[config.mk]
export PLATFORM = sky130hd
export DESIGN_NAME = lane_accum
export DESIGN_NICKNAME = d
export VERILOG_FILES = /design/src/rtl/lane_accum_pkg.sv /design/src/rtl/lane_accum_add.sv /design/src/rtl/lane_accum.sv
export SDC_FILE = /design/constraint.sdc
export NUM_CORES = 1
export LEC_CHECK = 0
export CORE_ASPECT_RATIO = 1.25
export CORE_MARGIN = 2
export CORE_UTILIZATION = 35
export CTS_CLUSTER_SIZE = 40
export DETAILED_ROUTE_END_ITERATION = 12
export HOLD_SLACK_MARGIN = 0.03
export PLACE_DENSITY = 0.59
export RECOVER_POWER = 100
export REMOVE_ABC_BUFFERS = 1
export SLEW_MARGIN = 10
export SYNTH_ARGS = -nofsm -noshare
export SYNTH_HDL_FRONTEND = slang
export SYNTH_HIERARCHICAL = 1
export SYNTH_SLANG_ARGS = --single-unit
export TNS_END_PERCENT = 100
[constraint.sdc]
create_clock -name clk -period 2.6 [get_ports clk]
set_input_delay 0.78 -clock clk [delete_from_list [all_inputs] [get_ports clk]]
set_output_delay 0.78 -clock clk [all_outputs]
set_load 0.03 [all_outputs]
[src/rtl/lane_accum_pkg.sv]
// Shared types and helpers for lane_accum: mode encoding, width adaptation, lane slicing.
package lane_accum_pkg;

  localparam int unsigned ADAPT_MAX_W = 64;

  typedef enum logic {
    MODE_LOAD = 1'b0,
    MODE_ACC  = 1'b1
  } mode_e;

  // Keeps the low to_w bits of a zero-extended value: truncates or zero-extends.
  function automatic logic [ADAPT_MAX_W-1:0] width_adapt(input logic [ADAPT_MAX_W-1:0] v,
                                                         input int unsigned to_w);
    logic [ADAPT_MAX_W-1:0] mask;
    mask = (to_w >= ADAPT_MAX_W) ? '1
                                 : ((ADAPT_MAX_W'(1) << to_w) - ADAPT_MAX_W'(1));
    return v & mask;
  endfunction

  function automatic int unsigned lane_b_lo(input int unsigned lane, input int unsigned in_w);
    return lane * 2 * in_w;
  endfunction

  function automatic int unsigned lane_a_lo(input int unsigned lane, input int unsigned in_w);
    return lane * 2 * in_w + in_w;
  endfunction

endpackage

[src/rtl/lane_accum_add.sv]
// lane_add: combinational per-lane adder with operand and result width adaptation.
module lane_add
  import lane_accum_pkg::*;
#(
  parameter int unsigned IN_W   = 5,
  parameter int unsigned LANE_W = 3,
  parameter int unsigned OUT_W  = 6
) (
  input  logic [IN_W-1:0]  a,
  input  logic [IN_W-1:0]  b,
  output logic [OUT_W-1:0] s
);

  logic [LANE_W-1:0] a_l;
  logic [LANE_W-1:0] b_l;
  logic [LANE_W-1:0] sum_l;

  always_comb begin
    a_l   = LANE_W'(width_adapt(ADAPT_MAX_W'(a), LANE_W));
    b_l   = LANE_W'(width_adapt(ADAPT_MAX_W'(b), LANE_W));
    sum_l = a_l + b_l;
    s     = OUT_W'(width_adapt(ADAPT_MAX_W'(sum_l), OUT_W));
  end

endmodule

[src/rtl/lane_accum.sv]
// Multi-lane adder/accumulator, two-stage valid/ready pipeline.
// LANE_ACCUM_SAT_EN: accumulate overflow saturates instead of wrapping.
module lane_accum
  import lane_accum_pkg::*;
#(
  parameter int unsigned LANES  = 4,
  parameter int unsigned IN_W   = 5,
  parameter int unsigned LANE_W = 3,
  parameter int unsigned OUT_W  = 6
) (
  input  logic                    clk,
  input  logic                    rst_n,
  input  logic                    in_valid,
  output logic                    in_ready,
  input  logic [LANES*2*IN_W-1:0] in_data,
  input  logic                    mode,
  input  logic                    clr,
  output logic                    out_valid,
  input  logic                    out_ready,
  output logic [LANES*OUT_W-1:0]  out_data,
  output logic [LANES-1:0]        ovf
);

  logic                          s1_valid_q, s1_valid_d;
  logic [LANES-1:0][LANE_W-1:0]  s1_a_q, s1_a_d;
  logic [LANES-1:0][LANE_W-1:0]  s1_b_q, s1_b_d;
  mode_e                         s1_mode_q, s1_mode_d;
  logic                          s1_clr_q, s1_clr_d;
  logic                          out_valid_q, out_valid_d;
  logic [LANES-1:0][OUT_W-1:0]   acc_q, acc_d;
  logic [LANES-1:0]              ovf_q, ovf_d;

  logic [LANES-1:0][OUT_W-1:0]   lane_sum;
  logic [LANES-1:0][OUT_W:0]     acc_sum;
  logic                          advance;
  logic                          accept;

  assign advance   = s1_valid_q && (!out_valid_q || out_ready);
  assign in_ready  = !s1_valid_q || advance;
  assign accept    = in_valid && in_ready;
  assign out_valid = out_valid_q;
  assign out_data  = acc_q;
  assign ovf       = ovf_q;

  // S1 already holds LANE_W operands, so the adder's operand adapt is an identity here.
  for (genvar g = 0; g < LANES; g++) begin : g_lane
    lane_add #(
      .IN_W   (LANE_W),
      .LANE_W (LANE_W),
      .OUT_W  (OUT_W)
    ) u_lane_add (
      .a (s1_a_q[g]),
      .b (s1_b_q[g]),
      .s (lane_sum[g])
    );
  end

  always_comb begin
    s1_valid_d = s1_valid_q;
    s1_a_d     = s1_a_q;
    s1_b_d     = s1_b_q;
    s1_mode_d  = s1_mode_q;
    s1_clr_d   = s1_clr_q;
    if (accept) begin
      s1_valid_d = 1'b1;
      s1_mode_d  = mode_e'(mode);
      s1_clr_d   = clr;
      for (int unsigned i = 0; i < LANES; i++) begin
        s1_a_d[i] = LANE_W'(width_adapt(ADAPT_MAX_W'(in_data[lane_a_lo(i, IN_W) +: IN_W]), LANE_W));
        s1_b_d[i] = LANE_W'(width_adapt(ADAPT_MAX_W'(in_data[lane_b_lo(i, IN_W) +: IN_W]), LANE_W));
      end
    end else if (advance) begin
      s1_valid_d = 1'b0;
    end
  end

  always_comb begin
    out_valid_d = out_valid_q;
    acc_d       = acc_q;
    ovf_d       = ovf_q;
    acc_sum     = '0;
    if (advance) begin
      out_valid_d = 1'b1;
    end else if (out_ready) begin
      out_valid_d = 1'b0;
    end
    for (int unsigned i = 0; i < LANES; i++) begin
      acc_sum[i] = {1'b0, acc_q[i]} + {1'b0, lane_sum[i]};
      if (advance) begin
        if (s1_mode_q == MODE_LOAD || s1_clr_q) begin
          acc_d[i] = lane_sum[i];
          ovf_d[i] = 1'b0;
        end else begin
          ovf_d[i] = ovf_q[i] | acc_sum[i][OUT_W];
`ifdef LANE_ACCUM_SAT_EN
          acc_d[i] = acc_sum[i][OUT_W] ? '1 : acc_sum[i][OUT_W-1:0];
`else
          acc_d[i] = acc_sum[i][OUT_W-1:0];
`endif
        end
      end
    end
  end

  always_ff @(posedge clk or negedge rst_n) begin
    if (!rst_n) begin
      s1_valid_q  <= 1'b0;
      s1_a_q      <= '0;
      s1_b_q      <= '0;
      s1_mode_q   <= MODE_LOAD;
      s1_clr_q    <= 1'b0;
      out_valid_q <= 1'b0;
      acc_q       <= '0;
      ovf_q       <= '0;
    end else begin
      s1_valid_q  <= s1_valid_d;
      s1_a_q      <= s1_a_d;
      s1_b_q      <= s1_b_d;
      s1_mode_q   <= s1_mode_d;
      s1_clr_q    <= s1_clr_d;
      out_valid_q <= out_valid_d;
      acc_q       <= acc_d;
      ovf_q       <= ovf_d;
    end
  end

endmodule

==> qor.tcl, run 1 <==
set qor(outcome) {completed}
set qor(die-width_um) 93.1
set qor(tritoncts) {yes}
set qor(fin_crit_ns) 2.49
set qor(p_int_mw) 2.57
set qor(worst_ep_required_time_ns) 1.82
set qor(initial_core_util_pct) 35.9
set qor(ys_warn_count) 6
set qor(core_ar_sq_mm) 0.00966
set qor(total_i_o_pin_count) 76
set qor(ir_drop_uv) 392
set qor(cts_inserted_buffers) 5
set qor(cts.hold.buffers_added) 0
set qor(final.hold.worst_slack_ns) 0.500
set qor(start_kind) {input pin}
set qor(unrepaired_setup_endpoints_after_global_routing) {true}
set qor(globalplace.congestion) 0.761
set qor(maximum_number_of_pins_on_one_net_before_global_route_repair) 57
set qor(share_of_final_layout_standard_cells_stronger_than_drive_strength_1_pct) 8.70
set qor(fin_total_pwr_mw) 4.37
set qor(wl_mm) 7.41
set qor(route.detailed.drc) 0
set qor(synth_top_cell_by_area) {sky130_fd_sc_hd__dfrtp_1}
set qor(synth.lib_cells_used.distinct) 38
set qor(grt_pass1_wl_mm) 12.3
set qor(initial_antenna_violation_count) 0
set qor(sequential_area_share_after_synthesis_pct) 40.4
set qor(rows) 40
set qor(route.vias.total) 2581
set qor(synth_cell_area_sq_mm) 0.00347
set qor(design.die.area_sq_mm) 0.0107
set qor(drtPass1Iterations) 4
set qor(net-switching-power_mw) 1.80
set qor(cellPowerDensity_mw_per_mm2) 1000
set qor(combPwrFrac_pct) 54.3
set qor(post_synth_inst_count) 329
set qor(cts.reportedPaths.clkPinSlew_ns) 0.07
set qor(initialDrtViolationCount) 77
set qor(critical_path_peak_fanout) 3
set qor(layout.cells.non_filler) 517
set qor(drv.max_cap_violation_count) 0
set qor(ctsHtreeMaxLevel) 2
set qor(timing_hold_violations_final) 0
set qor(cp_data_arrival_time_ns) 1.71
set qor(cts_root_buf) {sky130_fd_sc_hd__clkbuf_16}
set qor(congestion_overflow_gr) 0
set qor(dp_hpwl_mm) 5.38
set qor(post_synth.cell_area_avg_sq_um) 10.6
set qor(place.port_buffers) 59
set qor(synth.area.top_cells) {sky130_fd_sc_hd__dfrtp_1, sky130_fd_sc_hd__ha_1, sky130_fd_sc_hd__mux2_1}
set qor(synth.ff_latch_count) 56
set qor(class_of_the_tightest_hold_or_removal_check) {flip-flop to flip-flop}
set qor(postCtsSetupRepairBufs) 0
set qor(finalCritPeriodShare_pct) 95.8
set qor(area_share_of_the_largest_cell_type_after_synthesis_pct) 40.4
set qor(ant_nets) 0
set qor(layout.nets) 472
set qor(vias_in_the_first_global_route) 2681
set qor(place.detailed.instances) 509
set qor(setup-violations-final) 0
set qor(max_slew_violation_count) 0
set qor(viasPerCell) 4.99
set qor(dieHeight_um) 115
set qor(fmax_mhz) 402
set qor(critical_path_class) {input pin to primary output}
set qor(num_antenna_cells) 0
set qor(fin_util_pct) 45.0
set qor(routed_wire_length_per_instance_um) 14.3
set qor(switching_share_pct) 41.2
set qor(clk-insertion-delay-late_ns) 0.29
set qor(worst-slew-pin-transition_ns) 1.44
set qor(slew_headroom_pct) 3.76
set qor(share_seq_of_total_power_pct) 29.7
set qor(synthToLayoutAreaGrowth_pct) 25.2
set qor(fin_worst_skew_ns) 0.00496
set qor(cts_max_path_buffers) 2
set qor(gr-usage-all-layers_pct) 14.5
set qor(p_clk_share_pct) 16.0
set qor(clock-sinks) 56
set qor(crit_path_end_kind) {primary output}
set qor(power_leakage_nw) 1.94
[registers in the layout, indices dropped and copies added, names as in the netlist]
signal      cells
ovf             4
out_data       24
s1_a_q         12
s1_clr_q        1
out_valid       1
s1_b_q         12
s1_mode_q       1
s1_valid_q      1
[through the flow]
| step | worst slack, ns | area, sq um | setup TNS (ns) |
|---|---|---|---|
| after floorplan | 0.239 | 3340 | 0 |
| after global placement | 0.0804 | 4190 | 0 |
| after detailed placement | -0.0158 | 4190 | -0.0158 |
| after CTS | 0.00594 | 4340 | 0 |
| after global routing | -0.00728 | 4350 | -0.0165 |
| final | 0.110 | 4350 | 0 |
[power by group through the flow]
stage,Clock [mW],Sequential (mW),Combinational (mW)
global placement,0,1.30,2.31
CTS,0.731,1.30,2.38
detailed placement,0,1.31,2.36
finish,0.700,1.30,2.37
floorplan,0,1.60,1.28
global route,0.760,1.34,2.66
[cell type report]
| cell class | instances | area, sq um |
|---|---|---|
| repair buffers | 70 | 659 |
| multi-input cells | 245 | 1940 |
| fillers | 922 | 5310 |
| clock inverters | 2 | 10.0 |
| inverters | 12 | 45.0 |
| clock buffers | 6 | 139 |
| flip-flops and latches | 56 | 1400 |
| well taps | 126 | 158 |
[critical path, stage by stage]
cell,delay (ns)
sky130_fd_sc_hd__dlygate4sd3_1,0.54
sky130_fd_sc_hd__nand3b_1,0.20
sky130_fd_sc_hd__buf_4,0.19
[cells by family (layout without fill, tap and decap cells)]
family	Yosys count	after routing	share of synthesized area [%]
and+or+nand+nor	87	87	12.9
AOI/OAI and AO/OA	76	76	13.4
DFF	56	56	40.4
adders and majority gates	36	36	14.7
buffers and inverters	36	90	6.05
muxes	26	26	8.43
xor gates and xnor gates	8	8	3.75
other	4	12	0.432
[layout by cell type, fill, tap and decap left out, types with 4 or more instances in the layout]
| cell type | n |
|---|---|
| sky130_fd_sc_hd__a2111oi_2 | 4 |
| sky130_fd_sc_hd__a211o_1 | 4 |
| sky130_fd_sc_hd__a211oi_1 | 8 |
| sky130_fd_sc_hd__a21o_1 | 4 |
| sky130_fd_sc_hd__a21oi_1 | 28 |
| sky130_fd_sc_hd__a31oi_1 | 4 |
| sky130_fd_sc_hd__and3_1 | 8 |
| sky130_fd_sc_hd__buf_4 | 9 |
| sky130_fd_sc_hd__clkbuf_16 | 5 |
| sky130_fd_sc_hd__clkdlybuf4s50_1 | 27 |
| sky130_fd_sc_hd__conb_1 | 12 |
| sky130_fd_sc_hd__dfrtp_1 | 56 |
| sky130_fd_sc_hd__dlygate4sd3_1 | 30 |
| sky130_fd_sc_hd__fa_1 | 8 |
| sky130_fd_sc_hd__ha_1 | 26 |
| sky130_fd_sc_hd__inv_1 | 12 |
| sky130_fd_sc_hd__mux2_1 | 20 |
| sky130_fd_sc_hd__mux2_2 | 6 |
| sky130_fd_sc_hd__nand2_1 | 14 |
| sky130_fd_sc_hd__nand2b_1 | 7 |
| sky130_fd_sc_hd__nand3_1 | 4 |
| sky130_fd_sc_hd__nand4_1 | 4 |
| sky130_fd_sc_hd__nor2_1 | 25 |
| sky130_fd_sc_hd__nor2b_1 | 8 |
| sky130_fd_sc_hd__nor3_1 | 8 |
| sky130_fd_sc_hd__o211ai_1 | 4 |
| sky130_fd_sc_hd__o21ai_0 | 5 |
| sky130_fd_sc_hd__o21ai_1 | 11 |
| sky130_fd_sc_hd__o21bai_1 | 4 |
| sky130_fd_sc_hd__or4_1 | 4 |
| sky130_fd_sc_hd__xnor2_1 | 4 |
| sky130_fd_sc_hd__xor3_1 | 4 |
[cells in the mapped netlist (all sizes together)]
master,n
a2111oi,4
a211o,4
a211oi,8
a21o,4
a21oi,28
a31oi,4
and2,1
and2b,1
and3,8
buf,23
clkbuf,1
conb,4
dfrtp,56
fa,8
ha,28
inv,12
mux2,26
nand2,15
nand2b,8
nand3,4
nand3b,1
nand4,4
nor2,25
nor2b,8
nor3,8
o211ai,4
o21ai,16
o21bai,4
or4,4
xnor2,4
xor3,4
[worst paths after layout]
| check | from | slack, ns | cells past startpoint | endpoint |
|---|---|---|---|---|
| worst max-delay path | out_ready | 0.11 | 3 | in_ready |
| worst min-delay path | s1_b_q[2] | 0.50 | 1 | s1_b_q[2] |
| worst max register to register | s1_a_q[0] | 0.14 | 9 | ovf[0] |
| worst min register to register | s1_b_q[2] | 0.50 | 1 | s1_b_q[2] |
| max in group asynchronous | rst_n | 0.82 | 2 | out_data[8] |
| min in group asynchronous | rst_n | 0.89 | 2 | out_data[14] |
[per-layer routing]
layer,up-vias,global-route usage (%),wire length (um)
li1,1271,-,-
met1,1257,17.3,3170
met2,48,26.2,3860
met3,5,3.01,313
met4,0,4.51,78
met5,-,0,0
[repair_timing]
item	CTS	global route
cloned	0	0
pin swaps	0	1
gates resized for setup	1	9
setup endpoints to repair	1	6
Power figures use the tool's default switching activity.
==> run 2: changes to the inputs <==
Settings changed: CORE_UTILIZATION 35 to 40, GPL_TIMING_DRIVEN set to 0, PLACE_DENSITY 0.59 to 0.66.
==> run 2 against run 1 <==
  * Count of clock-buffer cells in the layout is 2 higher
  * Critical path depth stayed put
  * Die area is 12% lower
  * Worst hold slack better by 0.0051 ns
  * Utilization is 4.4 points higher
  * Critical endpoint unchanged
  * Fmax is 1.6% lower
  * Sequential share of layout area is 0.93 points higher
  * First-iteration DRC count is 43% lower
  * Non-clock buffer count is 10 lower
  * Register-to-register slack worse by 0.03 ns
  * Setup slack worse by 0.041 ns
==> qor.tcl, run 2 (synthesis gave the netlist of run 1 again) <==
set qor(ff2ff_path_depth) 9 ;# unchanged
set qor(crit-reg2reg-capture) {out_data[5]}
set qor(drv.max_cap_violation_count) 0 ;# unchanged
set qor(routed_wire_length_per_instance_um) 14.4 ;# +0.31%
set qor(synthToLayoutAreaGrowth_pct) 21.7
set qor(power_leakage_nw) 1.87 ;# -3.4%
set qor(mostFrequentLayoutCells) {sky130_fd_sc_hd__dfrtp_1, sky130_fd_sc_hd__dlygate4sd3_1, sky130_fd_sc_hd__a21oi_1, sky130_fd_sc_hd__clkdlybuf4s50_1, sky130_fd_sc_hd__nor2_1}
set qor(num_antenna_cells) 0 ;# unchanged
set qor(layout.cells.non_filler) 481 ;# -7.0%
set qor(largest_register_ff_count) 24 ;# unchanged
set qor(slew_headroom_pct) 6.64 ;# +2.9 points
set qor(gr-usage-all-layers_pct) 15.2 ;# +0.72 points
set qor(dp_hpwl_mm) 4.82 ;# -10%
set qor(beginning_of_the_worst_hold_path) {s1_b_q[3]}
set qor(hold-path-cell-count) 1 ;# unchanged
set qor(switching_share_pct) 42.2 ;# +0.95 points
set qor(combPwrFrac_pct) 56.9 ;# +2.6 points
set qor(vias_in_the_first_global_route) 2554 ;# -4.7%
set qor(finalCritPeriodShare_pct) 97.3 ;# +1.6 points
set qor(layout.nets) 462 ;# -2.1%
set qor(p_int_mw) 2.40 ;# -6.3%
set qor(fin_crit_ns) 2.53 ;# +0.0407 ns
set qor(slowest_delay_ns) 0.54 ;# about the same
set qor(final.hold.worst_slack_ns) 0.505 ;# +0.00508 ns
set qor(start_kind) {input pin}
set qor(route.vias.total) 2536 ;# -1.7%
set qor(worst-slew-pin-transition_ns) 1.40 ;# -0.0433 ns
set qor(cts_inserted_buffers) 5 ;# unchanged
set qor(initial_antenna_violation_count) 0 ;# unchanged
set qor(worst_ep_required_time_ns) 1.82 ;# about the same
set qor(viasPerCell) 5.27 ;# +5.6%
set qor(p_clk_share_pct) 12.0 ;# -4.0 points
set qor(ant_nets) 0 ;# unchanged
set qor(hold_end) {s1_b_q[3]}
set qor(reg2reg_setup_slack_ns) 0.11 ;# -0.03 ns
set qor(initial_core_util_pct) 40.6 ;# +4.6 points
set qor(fmax_mhz) 395 ;# -1.6%
set qor(cts_root_buf) {sky130_fd_sc_hd__clkbuf_8}
set qor(fin_worst_skew_ns) 0.00400 ;# -0.000957 ns
set qor(rows) 38 ;# -5.0%
set qor(wl_mm) 6.92 ;# -6.7%
set qor(timing_hold_violations_final) 0 ;# unchanged
set qor(share_of_final_layout_standard_cells_stronger_than_drive_strength_1_pct) 8.14 ;# -0.56 points
set qor(grt_pass1_wl_mm) 11.5 ;# -6.5%
set qor(tritoncts) {yes}
set qor(setup-violations-final) 0 ;# unchanged
set qor(globalplace.congestion) 0.783 ;# +2.9%
set qor(place.detailed.instances) 472 ;# -7.3%
set qor(worst_r2r_startpoint) {s1_a_q[0]}
set qor(drtPass1Iterations) 4 ;# unchanged
set qor(cp_data_arrival_time_ns) 1.75 ;# +0.04 ns
set qor(max_slew_violation_count) 0 ;# unchanged
set qor(share_seq_of_total_power_pct) 31.1 ;# +1.4 points
set qor(die-width_um) 87.3 ;# -6.2%
set qor(clock-sinks) 56 ;# unchanged
set qor(maximum_number_of_pins_on_one_net_before_global_route_repair) 57 ;# unchanged
set qor(clk-insertion-delay-late_ns) 0.30 ;# about the same
set qor(ir_drop_uv) 424 ;# +8.2%
set qor(dieHeight_um) 108 ;# -6.2%
set qor(crit_path_end_kind) {primary output}
set qor(core_ar_sq_mm) 0.00856 ;# -11%
set qor(place.port_buffers) 59 ;# unchanged
set qor(fin_util_pct) 49.4 ;# +4.4 points
set qor(class_of_the_tightest_hold_or_removal_check) {flip-flop to flip-flop}
set qor(cts.reportedPaths.clkPinSlew_ns) 0.10 ;# +0.03 ns
set qor(fin_tns_setup_ns) 0 ;# unchanged
set qor(outcome) {completed}
set qor(ctsHtreeMaxLevel) 2 ;# unchanged
set qor(total_i_o_pin_count) 76 ;# unchanged
set qor(list_of_cells_traversed_by_the_critical_path) {dlygate4sd3_1, nand3b_1, clkbuf_2}
set qor(initialDrtViolationCount) 44 ;# -43%
set qor(route.detailed.drc) 0 ;# unchanged
set qor(cts.hold.buffers_added) 0 ;# unchanged
set qor(cts_max_path_buffers) 2 ;# unchanged
set qor(critical_path.slowest_cell) {sky130_fd_sc_hd__dlygate4sd3_1}
set qor(design.die.area_sq_mm) 0.00945 ;# -12%
set qor(critical_path_peak_fanout) 3 ;# unchanged
set qor(congestion_overflow_gr) 0 ;# unchanged
set qor(cellPowerDensity_mw_per_mm2) 984 ;# -2.0%
set qor(most_common_cell_after_layout_fill_and_taps_aside) {sky130_fd_sc_hd__dfrtp_1}
set qor(critical_path_class) {input pin to primary output}
set qor(net-switching-power_mw) 1.75 ;# -2.6%
==> run 2: cell types whose count changed in the layout (fill, tap and decap cells not counted), sizes merged <==
cell	before	now
clkinv	2	0
buf	10	1
clkbuf	9	10
==> run 2: cell type report <==
| type | count | area (sq um) |
|---|---|---|
| multi-input cells | 245 | 1980 |
| flip-flops and latches | 56 | 1400 |
| fillers | 797 | 4330 |
| inverters | 12 | 45.0 |
| repair buffers | 60 | 588 |
| clock buffers | 8 | 90.1 |
| well taps | 100 | 125 |
==> run 2: power by group through the flow <==
stage / combinational [mW] / sequential [mW] / clock [mW]
after floorplan: 1.28 / 1.60 / 0
after global placement: 2.22 / 1.30 / 0
after detailed placement: 2.28 / 1.30 / 0
after CTS: 2.29 / 1.29 / 0.520
after global routing: 2.65 / 1.33 / 0.560
final: 2.37 / 1.29 / 0.497
==> run 2: per-stage QoR <==
stage          power (mW)  setup WS [ns]  instance area (sq um)
2_1_floorplan        2.88          0.239                   3340
3_3_place_gp         3.52          -1.15                   4050
3_5_place_dp         3.58         -0.273                   4050
4_1_cts              4.10        0.00803                   4140
5_1_grt              4.54       -0.00242                   4230
6_report             4.16         0.0696                   4230
==> run 2: critical path, delay by kind of cell <==
| kind | cells | cell delay, ns |
|---|---|---|
| simple gates | 1 | 0.21 |
| buf+inv | 2 | 0.75 |
==> run 2: routing by layer <==
metal  global-route usage [%]  part of all wire, %  routed length [um]
met1                     18.6                   44                3010
met2                     26.9                   52                3570
met3                     2.90                  4.2                 293
met4                     4.51                 0.55                  38
met5                        0                    0                   0
==> run 2: how the worst max path moves through the flow <==
stage	from	slack, ns	cells past startpoint	endpoint
2_1_floorplan	s1_a_q[3]	0.24	9	ovf[1]
3_3_place_gp	rst_n	-1.15	1	s1_a_q[9]
3_5_place_dp	out_ready	-0.27	3	in_ready
4_1_cts	s1_a_q[3]	0.008	9	ovf[1]
5_1_grt	s1_a_q[0]	-0.002	9	out_data[5]
6_report	out_ready	0.07	3	in_ready
==> run 2: what timing repair did <==
item,in CTS,in global routing
setup buffers,0,1
hold endpoints to repair,0,0
pin swaps,0,2
gates resized for setup,3,16
setup endpoints to repair,2,6
==> run 3: changes to the inputs <==
Settings changed: CTS_BUF_LIST set to sky130_fd_sc_hd__clkbuf_4 sky130_fd_sc_hd__clkbuf_8 sky130_fd_sc_hd__clkbuf_16, CTS_CLUSTER_DIAMETER set to 60.
==> run 3 against run 2 <==
  * Critical path depth rose by 6
  * Wire length rose by 0.30%
  * Via count rose by 0.43%
  * Non-clock buffer count fell by 1
  * First-iteration DRC count rose by 43%
  * Clock power rose by 4.6%
  * Die area did not move
  * Register-to-register slack got worse by 0.05 ns
  * Sequential share of layout area rose by 0.31 points
  * Setup slack got worse by 0.0066 ns
  * Highest routed layer unchanged
==> qor.tcl, run 3 (synthesis gave the netlist of run 1 again) <==
set qor(start_kind) {flip-flop}
set qor(list_of_cells_traversed_by_the_critical_path) {ha_1, fa_1, xor3_1, ha_4, o21ai_0, o21bai_1, a21oi_1, or4_1, nand3_1}
set qor(grt_pass1_wl_mm) 11.6 ;# +0.49%
set qor(clock-sinks) 56 ;# unchanged
set qor(max_slew_violation_count) 0 ;# unchanged
set qor(crit_path_end_kind) {flip-flop}
set qor(unrepaired_setup_endpoints_after_global_routing) {true}
set qor(slew_headroom_pct) 7.18 ;# +0.54 points
set qor(share_of_final_layout_standard_cells_stronger_than_drive_strength_1_pct) 6.84 ;# -1.3 points
set qor(fin_tns_setup_ns) 0 ;# unchanged
set qor(class_of_the_tightest_hold_or_removal_check) {flip-flop to flip-flop}
set qor(rows) 38 ;# unchanged
set qor(power_leakage_nw) 1.85 ;# -1.3%
set qor(layout.cells.non_filler) 480 ;# -0.21%
set qor(critical_path.slowest_cell) {sky130_fd_sc_hd__or4_1}
set qor(design.die.area_sq_mm) 0.00945 ;# unchanged
set qor(most_common_cell_after_layout_fill_and_taps_aside) {sky130_fd_sc_hd__dfrtp_1}
set qor(mostFrequentLayoutCells) {sky130_fd_sc_hd__dfrtp_1, sky130_fd_sc_hd__clkdlybuf4s50_1, sky130_fd_sc_hd__a21oi_1}
set qor(worst-slew-pin-transition_ns) 1.39 ;# -0.00808 ns
set qor(initial_antenna_violation_count) 0 ;# unchanged
set qor(critical_path_peak_fanout) 4 ;# +1
set qor(globalplace.congestion) 0.783 ;# unchanged
set qor(timing_hold_violations_final) 0 ;# unchanged
set qor(cp_data_arrival_time_ns) 2.78 ;# +1.03 ns
set qor(fin_total_pwr_mw) 4.18 ;# +0.40%
set qor(route.detailed.drc) 0 ;# unchanged
set qor(largest_register_ff_count) 24 ;# unchanged
set qor(drtPass1Iterations) 4 ;# unchanged
set qor(cts.hold.buffers_added) 0 ;# unchanged
set qor(congestion_overflow_gr) 0 ;# unchanged
set qor(cellPowerDensity_mw_per_mm2) 997 ;# +1.3%
set qor(ant_nets) 0 ;# unchanged
set qor(cts.reportedPaths.clkPinSlew_ns) 0.10 ;# about the same
set qor(critical_path_class) {flip-flop to flip-flop}
set qor(fmax_mhz) 394 ;# -0.26%
set qor(maximum_number_of_pins_on_one_net_before_global_route_repair) 57 ;# unchanged
set qor(vias_in_the_first_global_route) 2579 ;# +0.98%
set qor(core_ar_sq_mm) 0.00856 ;# unchanged
set qor(worst_ep_required_time_ns) 2.84 ;# +1.02 ns
set qor(ir_drop_uv) 437 ;# +3.1%
set qor(outcome) {completed}
set qor(drv.max_cap_violation_count) 0 ;# unchanged
set qor(gr-usage-all-layers_pct) 15.3 ;# +0.064 points
set qor(cts_max_path_buffers) 2 ;# unchanged
set qor(fin_area_sq_mm) 0.00419 ;# -0.92%
set qor(dp_hpwl_mm) 4.82 ;# unchanged
set qor(clk-insertion-delay-late_ns) 0.30 ;# about the same
set qor(routed_wire_length_per_instance_um) 14.5 ;# +0.51%
set qor(place.detailed.instances) 472 ;# unchanged
set qor(wl_mm) 6.94 ;# +0.30%
set qor(die-width_um) 87.3 ;# unchanged
set qor(tritoncts) {yes}
set qor(dieHeight_um) 108 ;# unchanged
set qor(fin_crit_ns) 2.54 ;# +0.00664 ns
set qor(slowest_delay_ns) 0.42 ;# -0.12 ns
set qor(cts_root_buf) {sky130_fd_sc_hd__clkbuf_8}
set qor(layout.nets) 461 ;# -0.22%
set qor(cts_inserted_buffers) 5 ;# unchanged
set qor(num_antenna_cells) 0 ;# unchanged
set qor(synthToLayoutAreaGrowth_pct) 20.6
set qor(viasPerCell) 5.31 ;# +0.64%
set qor(ctsHtreeMaxLevel) 2 ;# unchanged
set qor(initialDrtViolationCount) 63 ;# +43%
set qor(total_i_o_pin_count) 76 ;# unchanged
set qor(finalCritPeriodShare_pct) 97.6 ;# +0.26 points
set qor(initial_core_util_pct) 40.6 ;# unchanged
set qor(placed_cell_area_sq_mm) 0.00405 ;# unchanged
set qor(place.port_buffers) 59 ;# unchanged
set qor(setup-violations-final) 0 ;# unchanged
set qor(fin_worst_skew_ns) 0.00403 ;# +0.0000226 ns
set qor(route.vias.total) 2547 ;# +0.43%
## run 3: changes by cell type in the layout (fill, tap and decap cells not counted), moves of 5 or more
cell,previous run,this run
sky130_fd_sc_hd__clkdlybuf4s50_1,27,53
sky130_fd_sc_hd__dlygate4sd3_1,30,4
sky130_fd_sc_hd__o21ai_0,6,1
sky130_fd_sc_hd__o21ai_1,10,15
## run 3: critical path: cells and delay by family (launching register included)
family	cells	cell delay, ns
adder cells (fa/ha/maj)	3	0.89
flip-flops	1	0.40
AO/OA/AOI/OAI	3	0.42
AND/OR/NAND/NOR	2	0.51
XOR/XNOR	1	0.26
## run 3: repair_timing
item	CTS	global route
buffers inserted	0	0
resized for setup	3	10
endpoints found under the hold margin	0	0
pin swaps	0	2
setup endpoints to repair	2	6
## run 3: area by class of cell
cell class	instances	area, sq um
well taps	100	125
inverters	12	45.0
multi-input cells	245	1940
repair buffers	59	581
clock buffers	8	97.6
fillers	795	4370
flip-flops and latches	56	1400
## run 3: final timing paths
path,from,endpoint,slack [ns],cells after the start
hold reg to reg,s1_b_q[3],s1_b_q[3],0.51,1
hold / removal,s1_b_q[3],s1_b_q[3],0.51,1
min in group asynchronous,rst_n,out_data[14],0.78,1
max in group asynchronous,rst_n,out_data[21],0.98,1
setup / recovery,s1_a_q[0],out_data[5],0.06,9
setup reg to reg,s1_a_q[0],out_data[5],0.06,9
## run 3: where the power goes
part	internal, mW	switching (mW)
Combinational	1.09	1.27
Clock	0.239	0.280
Sequential	1.10	0.199
Total	2.43	1.75
## run 3: metal layers
layer | global-route usage, % | wire length, um
met5 | 0 | 0
met4 | 4.62 | 38
met3 | 2.90 | 310
met2 | 27.1 | 3560
met1 | 18.6 | 3030
## run 3: metrics by stage
step	setup slack (ns)	hold slack [ns]	util [%]
after floorplan	0.239	0.466	-
after global placement	-1.15	0.480	47.4
after detailed placement	-0.273	0.489	47.3
after global routing	-0.0762	0.527	48.9
after CTS	0.00803	0.512	48.5
final	0.0630	0.505	48.9
==> RTL change 1 (settings of run 3) <==
`LANE_W` is set to 3 in 2 places; all go to 4.
--- a/src/rtl/lane_accum_add.sv
+++ b/src/rtl/lane_accum_add.sv
@@ -4,5 +4,5 @@
 #(
   parameter int unsigned IN_W   = 5,
-  parameter int unsigned LANE_W = 3,
+  parameter int unsigned LANE_W = 4,
   parameter int unsigned OUT_W  = 6
 ) (
--- a/src/rtl/lane_accum.sv
+++ b/src/rtl/lane_accum.sv
@@ -6,5 +6,5 @@
   parameter int unsigned LANES  = 4,
   parameter int unsigned IN_W   = 5,
-  parameter int unsigned LANE_W = 3,
+  parameter int unsigned LANE_W = 4,
   parameter int unsigned OUT_W  = 6
 ) (
Behaviour: not the same (a bounded check fails within 4 cycles, from zero or initial values and one cycle with rst_n low).
==> RTL change 1 against run 3 <==
- synthesized area grew 15%
- sequential cell count grew 8
- global-route usage grew 0.86 points
- sequential share of layout area shrank 1.6 points
- design area grew 20%
- synthesized cell count grew 11%
- die area grew 14%
- routed wire length grew 17%
- power grew 39%
- via count grew 14%
- first-iteration DRC count grew 90%
- setup slack gained 0.0035 ns
- sequential power grew 15%
- fmax grew 0.14%
- critical endpoint is now in_ready
- largest cell class unchanged
==> RTL change 1: results (changes against run 3) <==
Place
  • PortBufs: 67 (+14%)
  • Routability-driven placement congestion ratio: 0.761 (-2.8%)
  • HPWL after DPL: 5.77 mm (+20%)
  • Place WS: -0.288 ns (-0.0151 ns)
  • Inst Count DP: 543 (+15%)

Route
  • Via count: 2,907 (+14%)
  • DRT iter0 DRCs: 120 (+90%)
  • Total routed wirelength: 8.12 mm (+17%)

Pwr
  • Clk. pwr: 1.32 mW (+150%)
  • Peak supply drop: 430 µV (-1.7%)
  • NetSw: 2.27 mW (+30%)
  • Lkg Pwr: 2.25 nW (+22%)
  • Seq pwr share: 25.8% (-5.2 points)
  • P_seq: 1.50 mW (+15%)

Synth
  • Synth Area in Compound Gates: 13.8% (+0.36 points)
  • Ys Warns: 6 (unchanged)
  • Mux cell area share after synthesis: 9.60% (+1.2 points)
  • Synth unique cells: 40 (+5.3%)
  • Top cells by count, synth: dfrtp_1 (64), ha_1 (36), mux2_2 (34)
  • Sequential-to-total area share from yosys stat: 40.2% (-0.21 points)
  • Post-synth EDFFs: 0 (unchanged)
  • Top cells by area, synth: dfrtp_1 (40%), ha_1 (11%), mux2_2 (9.6%), fa_1 (4.0%), a21oi_1 (3.5%)
  • Cells after synthesis: 366 (+11%)
  • Synth Area in XOR/XNOR: 3.51% (-0.23 points)

Worst setup path
  • Highest net fanout along the worst path: 3 (-1)
  • Worst reg2reg path startpoint: s1_a_q[4]
  • Worst-path cell with the longest stage delay: dlygate4sd3_1
  • Crit path from: out_ready
  • Max stage delay on crit path: 0.54 ns (+0.12 ns)

Clock tree
  • Root Driver: clkbuf_16
  • Clk_lat worst skew: 0.33 ns (+0.03 ns)
  • Clock Pin Slew Worst Setup and Hold Paths: 0.05 ns (-0.05 ns)
  • CTS buffer count: 9 (+4)
  • H-tree levels: 3 (+1)

Final layout
  • Share of cells above drive strength 1: 16.2% (+9.3 points)
  • Fin nets: 519 (+13%)
  • Non-Filler Instances: 559 (+16%)

Min path
  • Hold Path Origin: s1_b_q[0]

Timing
  • Skew final: 0.00669 ns (+0.00266 ns)
  • Worst-Margin Slew: 1.43 ns (+0.0384 ns)

Outcome
  • Status: finished clean

Global routing
  • Gr usage total: 16.2% (+0.86 points)
  • First-pass GRT wire length: 13.6 mm (+18%)
  • Pin count of the biggest net entering global routing: 39 (-32%)
==> RTL change 1: changes by cell type after synthesis, sizes merged, moves of 5 or more <==
cell	delta
buf	-5
ha	+8
dfrtp	+8
mux2	+8
xor2	+8
==> RTL change 1: layout make-up <==
type | count | area [µm²] | area share (%)
Sequential cell | 64 | 1600 | 31.8
Tap cell | 126 | 158 | 3.13
Inverter | 12 | 45.0 | 0.896
Clock buffer | 12 | 260 | 5.17
Clock inverter | 3 | 65.1 | 1.29
Multi-Input combinational cell | 273 | 2230 | 44.3
Timing Repair Buffer | 69 | 674 | 13.4
==> RTL change 1: what timing repair did <==
item / CTS / global route
buffers inserted: 0 / 1
endpoints found under the setup margin: 1 / 6
endpoints found under the hold margin: 0 / 0
resized for setup: 2 / 9
pin swaps: 0 / 7
==> RTL change 1: worst max-delay path, delay by kind of cell <==
kind	cells	cell delay (ns)
buffers and inverters	2	0.76
and+or+nand+nor	1	0.22
==> RTL change 1: metal layers <==
layer	vias up	wire [µm]	global-route usage, %
met5	-	0	0
met3	12	322	3.84
met2	44	4280	28.8
li1	1422	-	-
met4	0	138	7.06
met1	1429	3380	18.4
==> RTL change 1: kinds of logic after synthesis <==
group,Yosys count
AND/OR/NAND/NOR,87
AO/OA/AOI/OAI,84
flip-flops,64
adder cells (fa/ha/maj),44
multiplexers,34
buffers and inverters,33
XOR/XNOR,16
other,4
==> RTL change 1: worst paths after layout <==
| path | endpoint | slack [ns] | cells past startpoint |
|---|---|---|---|
| worst max register to register | out_data[10] | 0.10 | 10 |
| max in group asynchronous | out_data[13] | 0.48 | 2 |
| worst min register to register | s1_b_q[0] | 0.51 | 1 |
| min in group asynchronous | s1_a_q[14] | 0.78 | 1 |
| worst max-delay path | in_ready | 0.07 | 3 |
| worst min-delay path | s1_b_q[0] | 0.51 | 1 |
==> RTL change 2 (flow settings as in run 3) <==
Without the edit above. Register the output `ovf` once more, with the module's reset; this adds one clock of latency there. The other outputs are not delayed to match.
--- a/src/rtl/lane_accum.sv
+++ b/src/rtl/lane_accum.sv
@@ -41,5 +41,11 @@
   assign out_valid = out_valid_q;
   assign out_data  = acc_q;
-  assign ovf       = ovf_q;
+  always_ff @(posedge clk or negedge rst_n) begin
+    if (!rst_n) begin
+      ovf <= '0;
+    end else begin
+      ovf <= ovf_q;
+    end
+  end
 
   // S1 already holds LANE_W operands, so the adder's operand adapt is an identity here.
Behaviour: no difference found for any inputs over 10 cycles, from zero or initial values and one cycle with rst_n low; that may be too few to reach the edited logic, so the function may still have changed.
==> RTL change 2 against run 3 <==
- the run now ends with capacitance limit, slew limit left
- design area rose by 9.4%
- routed wire length increased by 5.2%
- fmax up 1.0%
- critical endpoint is now ovf_q[1]
- combinational power is 5% higher
- sequential cell count grew 4
- setup slack gained 0.025 ns
- largest power group unchanged
- synthesized area rose by 4.9%
- power grew 20%
==> RTL change 2: results (changes against run 3) <==
Outcome
  • Status: finished with violations
  • Failing checks: capacitance limit, slew limit

Min path
  • Hold Path Sink: ovf[3]
  • Hold Path Origin: ovf_q[3]

Worst setup path
  • CP arrival: 2.72 ns (-0.06 ns)
  • Worst setup path endpoint: ovf_q[1]
  • Max stage delay on crit path: 0.39 ns (-0.03 ns)
  • FF-to-FF setup slack: 0.09 ns (+0.03 ns)

Final layout
  • Reg area: 1500 µm² (+7.1%)
  • Post-layout util: 52.3% (+3.4 points)
  • Fill cells: 816 (+2.6%)
  • Share of cells above drive strength 1: 15.7% (+8.9 points)
  • Non-Filler Instances: 515 (+7.3%)
  • Clock buffer count: 12 (+4)

Synth
  • Sequential-to-total area share from yosys stat: 41.2% (+0.85 points)
  • Synth Area in Compound Gates: 13.3% (-0.12 points)
  • Synth Area in Adders: 14.0% (-0.69 points)
  • Synth Area in XOR/XNOR: 3.57% (-0.18 points)
  • Cells after synthesis: 333 (+1.2%)
  • Mux cell area share after synthesis: 8.04% (-0.40 points)
  • Top cells by count, synth: dfrtp_1 (60), a21oi_1 (28), ha_1 (28)
  • Top cells by area, synth: dfrtp_1 (41%), ha_1 (9.6%), mux2_2 (8.0%), fa_1 (4.4%), a21oi_1 (3.8%)

Place
  • HPWL after DPL: 4.91 mm (+1.9%)
  • Inst Count DP: 497 (+5.3%)
  • Post-place instance area: 4260 µm² (+5.3%)
  • Routability-driven placement congestion ratio: 0.756 (-3.4%)

Pwr
  • Int Power: 3.12 mW (+29%)
  • Clk pwr share: 23.1% (+11 points)
  • Peak supply drop: 479 µV (+9.6%)
  • P_seq: 1.38 mW (+6%)
  • Seq pwr share: 27.6% (-3.4 points)

Clock tree
  • H-tree levels: 3 (+1)
  • Clk_lat worst skew: 0.34 ns (+0.04 ns)
  • Clock Pin Slew Worst Setup and Hold Paths: 0.07 ns (-0.03 ns)
  • CTS Sinks: 60 (+7.1%)
  • CTS buffer count: 9 (+4)

Global routing
  • GR Util met2: 26.3% (-0.84 points)
  • First-pass GRT wire length: 12.1 mm (+4.4%)
  • Gr usage total: 15.7% (+0.44 points)
  • Met3 usage in global routing: 4.24% (+1.3 points)

Timing
  • Slew HR: -1.49% (-8.7 points)
  • Min Hold Slack: 0.428 ns (-0.0769 ns)
  • F_max: 398 MHz (+1.0%)
  • Max Slew Vio Count: 61 (+61)

Route
  • Via count: 2,627 (+3.1%)

Job
  • Max-cap check violation count: 1 (+1)
-- RTL change 2: cell types whose count changed in the layout (fill, tap and decap cells not counted), sizes merged --
| cell | delta |
|---|---|
| clkbuf | +5 |
| and2b | +4 |
| buf | +2 |
| dlygate4sd3 | +26 |
| nand2b | -1 |
| nor2b | -4 |
| dfrtp | +4 |
| bufinv | +4 |
| clkdlybuf4s50 | -26 |
| or2b | +1 |
-- RTL change 2: per-layer routing --
layer  vias to the layer above  routed length [µm]
met5                         -                   0
met4                         0                  98
met3                         6                 335
met2                        54                3780
met1                      1288                3090
li1                       1279                   -
-- RTL change 2: what timing repair did --
item / 4_1_cts / 5_1_grt
setup endpoints to repair: 2 / 7
buffers inserted: 0 / 2
gates resized for setup: 3 / 12
pin swaps: 0 / 3
gates cloned: 0 / 0
